<file path="config.mk">
export PLATFORM = sky130hd
export DESIGN_NAME = serial_bus_master
export DESIGN_NICKNAME = d
export VERILOG_FILES = /design/src/rtl/serial_bus_master.sv
export SDC_FILE = /design/constraint.sdc
export NUM_CORES = 1
export LEC_CHECK = 0
export CORE_MARGIN = 2
export CORE_UTILIZATION = 53
export CTS_BUF_LIST = sky130_fd_sc_hd__clkbuf_8
export CTS_CLUSTER_SIZE = 30
export DETAILED_ROUTE_END_ITERATION = 16
export MAX_ROUTING_LAYER = met4
export PLACE_DENSITY_LB_ADDON = 0.08
export SLEW_MARGIN = 20
export SYNTH_ARGS = -nofsm -noshare
export SYNTH_HDL_FRONTEND = slang
export SYNTH_SLANG_ARGS = --single-unit
export TNS_END_PERCENT = 10
</file>
<file path="constraint.sdc">
create_clock -name clock -period 2.25 [get_ports clock]
set_clock_uncertainty 0.05 [all_clocks]
set_input_delay 0.675 -clock clock [delete_from_list [all_inputs] [get_ports clock]]
set_output_delay 0.675 -clock clock [all_outputs]
set_load 0.02 [all_outputs]
</file>
<file path="src/rtl/serial_bus_master.sv">
`default_nettype none
// ============================================================================
// Module   : serial_bus_master
// Brief    : Parallel-request to MSB-first serial bus master. Pauses and
//            resumes on grant loss, reads back serial data and can time out
//            a silent slave when MASTER_TIMEOUT_EN is defined.
// Revision : 1.0 - initial release
// ============================================================================
module serial_bus_master #(
    parameter int ADDR_WIDTH     = 14,
    parameter int DATA_WIDTH     = 8,
    parameter int TIMEOUT_CYCLES = 256
) (
    input  logic                  clock,
    input  logic                  reset,
    input  logic                  enable,
    input  logic                  read_en,
    input  logic [ADDR_WIDTH-1:0] addr_in,
    input  logic [DATA_WIDTH-1:0] data_in,
    input  logic                  bus_ready,
    input  logic                  slave_ready,
    input  logic                  slave_valid,
    input  logic                  data_rx,
    output logic                  bus_req,
    output logic                  valid,
    output logic                  addr_tx,
    output logic                  data_tx,
    output logic                  valid_s,
    output logic                  write_en_slave,
    output logic                  master_busy,
    output logic [DATA_WIDTH-1:0] data_read,
    output logic                  done,
    output logic                  error
);

    localparam int               CNT_W      = $clog2(ADDR_WIDTH + 1);
    localparam logic [CNT_W-1:0] LAST_BEAT  = CNT_W'(ADDR_WIDTH - 1);
    localparam logic [CNT_W-1:0] DATA_START = CNT_W'(ADDR_WIDTH - DATA_WIDTH);
    localparam logic [CNT_W-1:0] LAST_BIT   = CNT_W'(DATA_WIDTH - 1);

    typedef enum logic [2:0] {
        S_IDLE  = 3'd0,
        S_REQ   = 3'd1,
        S_SHIFT = 3'd2,
        S_WAIT  = 3'd3,
        S_RX    = 3'd4,
        S_DONE  = 3'd5
    } state_t;

    state_t                state, state_n;
    logic                  en_prev;
    logic                  start;
    logic [ADDR_WIDTH-1:0] addr_sh, addr_sh_n;
    logic [DATA_WIDTH-1:0] data_sh, data_sh_n;
    logic                  is_read, is_read_n;
    logic [CNT_W-1:0]      cnt, cnt_n;
    logic [DATA_WIDTH-1:0] rx_buf, rx_buf_n;
    logic                  timeout_hit;

    logic                  bus_req_n, valid_n, addr_tx_n, data_tx_n, valid_s_n;
    logic                  write_en_slave_n, master_busy_n, done_n, error_n;
    logic [DATA_WIDTH-1:0] data_read_n;

    // Slave availability is advisory only; the frame never waits on it.
    logic unused_slave_ready;
    assign unused_slave_ready = slave_ready;

    assign start = enable && !en_prev && (state == S_IDLE);

`ifdef MASTER_TIMEOUT_EN
    localparam int              TO_W    = $clog2(TIMEOUT_CYCLES + 1);
    localparam logic [TO_W-1:0] TO_LAST = TO_W'(TIMEOUT_CYCLES - 1);

    logic [TO_W-1:0] to_cnt;

    // Held at zero outside WAIT, so every WAIT entry starts a fresh count.
    always_ff @(posedge clock) begin
        if (reset || state != S_WAIT) begin
            to_cnt <= '0;
        end else begin
            to_cnt <= to_cnt + 1'b1;
        end
    end

    assign timeout_hit = (state == S_WAIT) && (to_cnt == TO_LAST);
`else
    logic unused_timeout_cfg;
    assign unused_timeout_cfg = (TIMEOUT_CYCLES > 0);
    assign timeout_hit        = 1'b0;
`endif

    always_comb begin
        state_n          = state;
        addr_sh_n        = addr_sh;
        data_sh_n        = data_sh;
        is_read_n        = is_read;
        cnt_n            = cnt;
        rx_buf_n         = rx_buf;
        bus_req_n        = bus_req;
        valid_n          = valid;
        addr_tx_n        = addr_tx;
        data_tx_n        = data_tx;
        valid_s_n        = 1'b0;
        write_en_slave_n = write_en_slave;
        master_busy_n    = master_busy;
        data_read_n      = data_read;
        done_n           = 1'b0;
        error_n          = 1'b0;

        case (state)
            S_IDLE: begin
                if (start) begin
                    addr_sh_n        = addr_in;
                    data_sh_n        = data_in;
                    is_read_n        = read_en;
                    bus_req_n        = 1'b1;
                    valid_n          = 1'b1;
                    master_busy_n    = 1'b1;
                    write_en_slave_n = ~read_en;
                    state_n          = S_REQ;
                end
            end

            S_REQ: begin
                if (bus_ready) begin
                    valid_n = 1'b0;
                    cnt_n   = '0;
                    state_n = S_SHIFT;
                end
            end

            S_SHIFT: begin
                // Without a grant nothing moves: serial lines and counter hold.
                if (bus_ready) begin
                    valid_s_n = 1'b1;
                    addr_tx_n = addr_sh[ADDR_WIDTH-1];
                    addr_sh_n = addr_sh << 1;
                    if (!is_read && cnt >= DATA_START) begin
                        data_tx_n = data_sh[DATA_WIDTH-1];
                        data_sh_n = data_sh << 1;
                    end else begin
                        data_tx_n = 1'b0;
                    end
                    cnt_n = cnt + 1'b1;
                    if (cnt == LAST_BEAT) begin
                        if (is_read) begin
                            state_n = S_WAIT;
                        end else begin
                            done_n        = 1'b1;
                            bus_req_n     = 1'b0;
                            master_busy_n = 1'b0;
                            state_n       = S_DONE;
                        end
                    end
                end
            end

            S_WAIT: begin
                addr_tx_n = 1'b0;
                data_tx_n = 1'b0;
                if (slave_valid) begin
                    cnt_n   = '0;
                    state_n = S_RX;
                end else if (timeout_hit) begin
                    done_n        = 1'b1;
                    error_n       = 1'b1;
                    bus_req_n     = 1'b0;
                    master_busy_n = 1'b0;
                    state_n       = S_DONE;
                end
            end

            S_RX: begin
                rx_buf_n = (rx_buf << 1) | DATA_WIDTH'(data_rx);
                cnt_n    = cnt + 1'b1;
                if (cnt == LAST_BIT) begin
                    data_read_n   = rx_buf_n;
                    done_n        = 1'b1;
                    bus_req_n     = 1'b0;
                    master_busy_n = 1'b0;
                    state_n       = S_DONE;
                end
            end

            S_DONE: begin
                addr_tx_n = 1'b0;
                data_tx_n = 1'b0;
                state_n   = S_IDLE;
            end

            default: begin
                state_n = S_IDLE;
            end
        endcase
    end

    always_ff @(posedge clock) begin
        if (reset) begin
            state          <= S_IDLE;
            en_prev        <= 1'b0;
            addr_sh        <= '0;
            data_sh        <= '0;
            is_read        <= 1'b0;
            cnt            <= '0;
            rx_buf         <= '0;
            bus_req        <= 1'b0;
            valid          <= 1'b0;
            addr_tx        <= 1'b0;
            data_tx        <= 1'b0;
            valid_s        <= 1'b0;
            write_en_slave <= 1'b0;
            master_busy    <= 1'b0;
            data_read      <= '0;
            done           <= 1'b0;
            error          <= 1'b0;
        end else begin
            state          <= state_n;
            en_prev        <= enable;
            addr_sh        <= addr_sh_n;
            data_sh        <= data_sh_n;
            is_read        <= is_read_n;
            cnt            <= cnt_n;
            rx_buf         <= rx_buf_n;
            bus_req        <= bus_req_n;
            valid          <= valid_n;
            addr_tx        <= addr_tx_n;
            data_tx        <= data_tx_n;
            valid_s        <= valid_s_n;
            write_en_slave <= write_en_slave_n;
            master_busy    <= master_busy_n;
            data_read      <= data_read_n;
            done           <= done_n;
            error          <= error_n;
        end
    end

endmodule

`default_nettype wire

</file>
======== Word-level counts from Yosys, hierarchy flattened ========
Cells that the tools add are included.
storage, ports and cells
  output and inout port bits .............. 17
  bits of input ports ..................... 30
  bits in registers ....................... 53
operators by class
  bitwise gates (word level) .............. 3
  multiplexer cells ....................... 38
  $lt $le $gt $ge ......................... 1
  equality and inequality tests ........... 15
  $add $sub $neg .......................... 1
  reduce and logical (&&, ||, !) cells .... 22
operator list
  cell                 number
  $mux 14              2
  $pmux 14 s2          1
  $mux 8               3
  $mux 3               7
  $ne 2x2->1 const B   8
  $pmux 4 s4           1
  $pmux 8 s2           1
  $pmux 3 s5           1
  $mux 1               14
  $mux 4               3
  $reduce_and 6->1     2
  $or 8x1->8           1
  $pmux 1 s2           4
  $reduce_and 4->1     2
  $eq 3x2->1 const B   2
  $eq 3x3->1 const B   2
  $reduce_and 2->1     3
  $reduce_and 3->1     2
  $reduce_bool 2->1    3
  $add 4x1->4 const B  1
  $eq 4x3->1 const B   1
  $eq 4x4->1 const B   1
  $ge 4x3->1 const B   1
  $reduce_bool 4->1    1
  other kinds (8)      13

======== Logic depth before layout (Yosys ltp) ========
Gate-level depths: netlist of run 1.
  depth after elaboration ................. 5
  gate-level depth with buffers ........... 7

======== Least setup slack after synthesis of run 1 ========
No wires, ideal clock.
  path type ............................... input port to flip-flop
  start ................................... input enable
  end ..................................... register data_sh[1]
  arrival ................................. 1.727 ns
  library setup time ...................... 0.142 ns
  stages on the path ...................... 5
  buffers on the path ..................... 1
  setup slack ............................. 0.332 ns
  required time ........................... 2.058 ns
  cells stage by stage .................... or3b_4 -> a21boi_4 -> and2_1 -> buf_2 -> a211oi_2
between the ends
  longest elaborated chain between the ends .. 4
ends and longest elaborated chain
  what                               line  RTL
  start: declaration                 16    input logic enable,
  $logic_and 1x1->1 (2 in a row)     68    assign start = enable && !en_prev && (state == S_IDLE);
  $ne 2x2->1 (no source line)        --
  $reduce_and 4->1 (no source line)  --
  end signal: assignment             220   data_sh <= data_sh_n;
  end: declaration                   54    logic [DATA_WIDTH-1:0] data_sh, data_sh_n;
Every way passes these cells.
A chain may end at the register's enable or synchronous reset.

======== Final worst setup path of run 1 ========
  start ................................... input enable
  end ..................................... register addr_sh[10]
between the ends
  longest elaborated chain between the ends .. 4
ends and longest elaborated chain
  what                               line  RTL
  $logic_and 1x1->1 (2 in a row)     68
  $ne 2x2->1 (no source line)        --
  $reduce_and 3->1 (no source line)  --
  end signal: assignment             219   addr_sh <= addr_sh_n;
  end: declaration                   53    logic [ADDR_WIDTH-1:0] addr_sh, addr_sh_n;
Every way passes these cells.

==> results of run 1 <==
-- cell families (layout without fill, tap and decap cells) --
group	after synthesis	count (layout)	synth area share (%)
other cells	1	1	0.153
compound gates	63	63	19.7
mux	18	18	7.40
simple gates	109	109	22.1
flops	53	53	43.3
xor+xnor	1	1	0.357
fa+ha+maj	3	3	1.53
buf+inv	24	73	5.46
-- per-layer routing --
layer | GRT usage [%] | vias to the layer above | part of all wire (%)
li1 | - | 1047 | -
met1 | 25.3 | 973 | 47
met2 | 35.8 | 28 | 49
met3 | 4.58 | 7 | 3.1
met4 | 4.61 | 0 | 1.0
met5 | - | - | 0
-- state kept, by name (all words and copies together) (netlist names) --
register        cells
data_tx             1
write_en_slave      1
is_read             1
addr_sh            14
rx_buf              7
en_prev             1
master_busy         1
valid               1
addr_tx             1
state               3
data_read           8
cnt                 4
data_sh             8
valid_s             1
done                1
-- report_power, final --
group          total [mW]  leakage, nW  internal, mW  switching (mW)
combinational       0.403        0.681         0.205           0.198
clock               0.557       0.0512         0.250           0.307
sequential           1.05        0.433          1.00          0.0449
-- worst paths after layout --
kind	start	endpoint	slack [ns]	depth (start not counted)
hold reg to reg	rx_buf[6]	rx_buf[6]	0.41	2
hold / removal	rx_buf[6]	rx_buf[6]	0.41	2
setup / recovery	enable	addr_sh[10]	0.14	6
setup reg to reg	state[1]	data_sh[2]	0.33	6
-- synthesized netlist by cell type (2+ instances only) --
master     n
a211oi_1   2
a211oi_2   7
a21o_1     2
a21oi_1   23
a22oi_1    2
a311oi_1  14
and2_1     2
buf_2      5
buf_4      4
buf_6      3
clkbuf_1   9
dfxtp_1   53
ha_1       3
inv_1      3
mux2i_1   17
nand2_1   45
nand3_1    4
nor2_1    34
nor2b_1    3
nor3_1     3
nor3b_1    4
o21ai_0    3
or3b_4     2
-- stage by stage --
stage,hold WS (ns),utilization [%]
6_report,0.411,69.9
5_1_grt,0.453,69.9
4_1_cts,0.417,69.9
3_5_place_dp,0.404,67.7
3_3_place_gp,0.399,67.7
2_1_floorplan,0.386,-
-- cell type report --
class	count	share of cell area, %
multi-input combinational	195	40.7
sequential	53	34.4
timing repair buffer	62	19.3
clock buffer	6	2.68
tap	52	2.11
clock inverter	2	0.446
inverter	3	0.365
-- critical path, delay by kind of cell --
family | cells | cell delay (ns)
buf+inv | 2 | 0.66
compound gates | 2 | 0.47
simple gates | 2 | 0.46
==> results.py, run 1 <==
metrics = {
    "timing": {
        "max_slew.worst_pin.slew_ns": 0.617,
        "final_hold_viol_count": 0,
        "fin_crit_sh_pct": 93.9,
        "fin_ws_ns": 0.137,
        "tns_ns": 0,
        "fmax_ghz": 0.473,
        "rsz0062_at_grt": "false",
        "relSlewSlack_pct": 58.6,
        "setup_viol": 0,
        "drv_slew": 0,
        "fin_crit_ns": 2.11,
    },
    "clock_tree": {
        "htree_levels": 2,
        "cts_buffer_depth": 2,
        "clockRootBuffer": "clkbuf_8",
        "clkLatencyLatePin_ns": 0.30,
        "clkTransAtPathRegs_ns": 0.09,
        "cts_tree": "built",
        "numCtsBuffers": 5,
        "cts_resized": 0,
        "postCtsSetupBuffers": 0,
        "cts_hold_buf": 0,
        "cts.sink_count": 53,
    },
    "finish": {
        "area_growth_pct": 25.9,
        "layout.cells.non_filler": 373,
        "multiInputGateArea_um2": 1260,
        "drive_above_1_share_pct": 14.0,
        "stdcell_area_um2": 3090,
        "fill_cells": 382,
        "nets": 353,
        "regArea_um2": 1060,
        "layout_commonest_cell": "dfxtp_1",
        "most-common-layout-cells": "53 x dfxtp_1, 45 x nand2_1, 43 x clkdlybuf4s50_1",
        "diodes": 0,
    },
    "routing": {
        "dr_total_vias": 2055,
        "drc": 0,
        "vias_per_cell": 5.51,
        "drtAntennaViolNets": 0,
        "drt-initial-drc-count": 95,
        "drt-total-wl_mm": 4.93,
        "routedWlPerCell_um": 13.2,
        "firstDrtPassIters": 4,
    },
    "synth": {
        "ys.warnings.count": 0,
        "synth_seq_cells": 53,
        "synth_edf_count": 0,
        "yosysTopAreaCellShare_pct": 43.3,
        "synthCells": 272,
        "ys.flop_type": "dfxtp_1",
        "syn_nets": 305,
        "synth_seq_area_share_pct": 43.3,
        "yosys.area.top_type": "dfxtp_1",
        "synth_area_um2": 2450,
        "synth.area.top_cells": "dfxtp_1 43%, mux2i_1 6.9%, nand2_1 6.9%",
        "synthArstFlopShare_pct": 0,
        "avgSynthCellArea_um2": 9.01,
        "ys_types": 48,
    },
    "floorplan": {
        "die_x_um": 72.0,
        "io_pins": 47,
        "design.core.area_um2": 4410,
        "chipHeight_um": 72.0,
        "rows": 24,
        "dieArea_um2": 5180,
        "start_util_pct": 55.5,
    },
    "grt": {
        "grt_pass1_vias": 1944,
        "gr-usage-all-layers_pct": 20.9,
        "grt_max_degree": 30,
        "grt_pass1_wl_mm": 8.49,
        "grt-ovfl-total": 0,
        "antenna_found_initial": 0,
    },
    "placement": {
        "dp_slack_ns": -0.173,
        "gp_congestion": 0.858,
        "place_hpwl_mm": 3.48,
        "dpl_cell_area_um2": 2990,
        "dp.cells": 365,
        "numPortBuffers": 44,
    },
    "hold_path": {
        "min_path_type": "flip-flop to flip-flop",
    },
    "setup_path": {
        "cp_slowest_cell": "clkdlybuf4s50_1",
        "worstSetupEndpointType": "flip-flop",
        "crit_arrival_ns": 2.28,
        "start_kind": "input port",
        "crit_type": "input port to flip-flop",
        "cpPeakStageDelay_ns": 0.47,
        "critical_path.max_fanout": 29,
        "crit_chain": "clkdlybuf4s50_1, or3b_4, a21boi_4, buf_12, nor2_1, a311oi_1",
        "required_ns": 2.41,
    },
    "pwr": {
        "p_leak_nw": 1.17,
        "total_power_mw": 2.01,
        "ir_worst_vdd_mv": 0.507,
        "powerDensity_nw_per_um2": 651,
    },
    "run": {
        "maxCapViolations": 0,
    },
    "status": {
        "status": "finished, final reports clean",
    },
}
Note: power is estimated with default switching activity, not from simulation.
==> inputs of run 2 (changes only) <==
GPL_TIMING_DRIVEN = 0   (was unset)
==> results.py, run 2 (synthesis gave the netlist of run 1 again) <==
metrics = {
    "status": {
        "status": "finished, final reports clean",
    },
    "pwr": {
        "p_sw_mw": 0.565,
        "p_int_mw": 1.42,
        "p_leak_nw": 1.14,
        "seq_power_share_pct": 52.8,
        "p_comb_share_pct": 20.8,
        "ir_worst_vdd_mv": 0.499,
        "clkPwrFrac_pct": 26.4,
        "powerDensity_nw_per_um2": 650,
        "sw_frac_of_total_pct": 28.5,
    },
    "setup_path": {
        "required_ns": 2.38,
        "path_delay_family": "buffers and inverters",
        "worst-path-buf-inv": 3,
        "rrSetupSlack_ns": 0.28,
        "crit_type": "input port to flip-flop",
        "timing.rr.start": "cnt[1]",
        "crit_arrival_ns": 2.33,
        "start_kind": "input port",
        "worstSetupEndpointType": "flip-flop",
        "critical_path.max_fanout": 9,
        "cpPeakStageDelay_ns": 0.47,
        "cp_slowest_cell": "clkdlybuf4s50_1",
        "rr_worst_depth": 6,
        "crit_chain": "clkdlybuf4s50_1, or3b_4, a21boi_4, buf_12, and2_1, buf_2, a211oi_2",
        "r2r-end": "data_sh[3]",
    },
    "floorplan": {
        "design.core.area_um2": 4410,
        "rows": 24,
        "chipHeight_um": 72.0,
        "dieArea_um2": 5180,
        "start_util_pct": 55.5,
        "io_pins": 47,
        "die_x_um": 72.0,
    },
    "timing": {
        "drv_slew": 0,
        "fin_ws_ns": 0.0550,
        "fin_crit_sh_pct": 97.6,
        "fin_crit_ns": 2.19,
        "setup_viol": 0,
        "rsz0062_at_grt": "false",
        "final_hold_viol_count": 0,
        "max_slew.worst_pin.slew_ns": 0.666,
        "fmax_ghz": 0.456,
        "relSlewSlack_pct": 55.6,
    },
    "routing": {
        "drt-initial-drc-count": 140,
        "dr_total_vias": 2093,
        "routedWlPerCell_um": 14.3,
        "firstDrtPassIters": 4,
        "vias_per_cell": 5.57,
        "drt-total-wl_mm": 5.37,
        "drc": 0,
        "drtAntennaViolNets": 0,
    },
    "hold_path": {
        "min_from": "rx_buf[6]",
        "min_path_type": "flip-flop to flip-flop",
        "hold_depth": 2,
        "worstHoldEndpoint": "rx_buf[6]",
    },
    "grt": {
        "antenna_found_initial": 0,
        "grt_max_degree": 16,
        "grt_pass1_wl_mm": 9.14,
        "gr-usage-all-layers_pct": 23.3,
        "grt_pass1_vias": 1999,
        "grt-ovfl-total": 0,
    },
    "clock_tree": {
        "cts_resized": 0,
        "cts.sink_count": 53,
        "htree_levels": 2,
        "cts_hold_buf": 0,
        "clkLatencyLatePin_ns": 0.31,
        "cts_tree": "built",
        "cts_buffer_depth": 2,
        "clockRootBuffer": "clkbuf_8",
        "clkTransAtPathRegs_ns": 0.09,
        "numCtsBuffers": 5,
    },
    "finish": {
        "layout.cells.non_filler": 376,
        "layout_commonest_cell": "dfxtp_1",
        "regMostFlops": "addr_sh",
        "area_growth_pct": 24.5,
        "largest_reg_flops": 14,
        "diodes": 0,
        "drive_above_1_share_pct": 11.4,
        "nets": 356,
        "reg_top3": "addr_sh x14, data_read x8, data_sh x8",
        "most-common-layout-cells": "53 x dfxtp_1, 45 x nand2_1, 43 x clkdlybuf4s50_1",
    },
    "placement": {
        "gp_congestion": 0.947,
        "dp_slack_ns": -0.344,
        "numPortBuffers": 43,
        "place_hpwl_mm": 3.79,
        "dp.cells": 367,
    },
    "run": {
        "maxCapViolations": 0,
    },
}
==> run 2: worst reg2reg max path, stage by stage (launching register included) <==
cell	delay, ns
dfxtp_1	0.44
ha_1	0.19
nor3_1	0.07
o31ai_2	0.56
and2_1	0.20
buf_2	0.22
a211oi_2	0.10
==> run 2: per-stage QoR <==
stage | TNS [ns] | hold WS [ns] | cell area, µm² | power (mW) | utilization (%)
after detailed placement | -6.45 | 0.403 | 2950 | 1.47 | 66.8
after global placement | -6.07 | 0.397 | 2950 | 1.46 | 66.8
after CTS | 0 | 0.415 | 3030 | 1.98 | 68.7
after floorplan | 0 | 0.386 | 2450 | 1.33 | -
final | 0 | 0.411 | 3050 | 1.98 | 69.1
after global routing | 0 | 0.451 | 3050 | 2.08 | 69.1
==> run 2: metal layers <==
| metal | vias to the layer above | track usage (%) | routed length, µm |
|---|---|---|---|
| li1 | 1049 | - | - |
| met2 | 59 | 36.5 | 2520 |
| met3 | 9 | 6.25 | 272 |
| met4 | 0 | 9.01 | 76 |
| met1 | 976 | 28.6 | 2500 |
| met5 | - | - | 0 |
==> run 2: power groups by stage <==
stage | registers, mW | logic [mW] | clock network [mW]
finish | 1.05 | 0.413 | 0.524
global route | 1.06 | 0.451 | 0.575
CTS | 1.05 | 0.399 | 0.532
detailed placement | 1.07 | 0.398 | 0
global placement | 1.07 | 0.390 | 0
floorplan | 1.07 | 0.266 | 0
==> run 2: layout make-up <==
type                            instances  area, µm²
Timing Repair Buffer                   44        450
Clock buffer                            5       68.8
Multi-Input combinational cell        195       1260
Fill cell                             368       1360
Clock inverter                          3       15.0
Tap cell                               52       65.1
Buffer                                 21        123
Inverter                                3       11.3
Sequential cell                        53       1060
==> run 2: worst max-delay path by stage <==
stage | from | slack [ns] | cells past startpoint | endpoint
global route | enable | 0.008 | 7 | addr_sh[10]
floorplan | enable | 0.33 | 5 | data_sh[1]
global placement | enable | -0.33 | 6 | data_sh[3]
finish | enable | 0.06 | 7 | data_sh[3]
CTS | enable | 0.008 | 6 | data_sh[3]
detailed placement | enable | -0.34 | 6 | data_sh[3]
==> run 2: what timing repair did <==
action | CTS | global route
pin swaps | 1 | 1
setup buffers | 0 | 1
endpoints found under the setup margin | 3 | 10
cloned | 0 | 0
==> inputs of run 3 (changes only) <==
CTS_CLUSTER_SIZE = 16   (was 30)
==> results of run 3 <==
Final layout, timing and power as in run 2 (identical DEF).
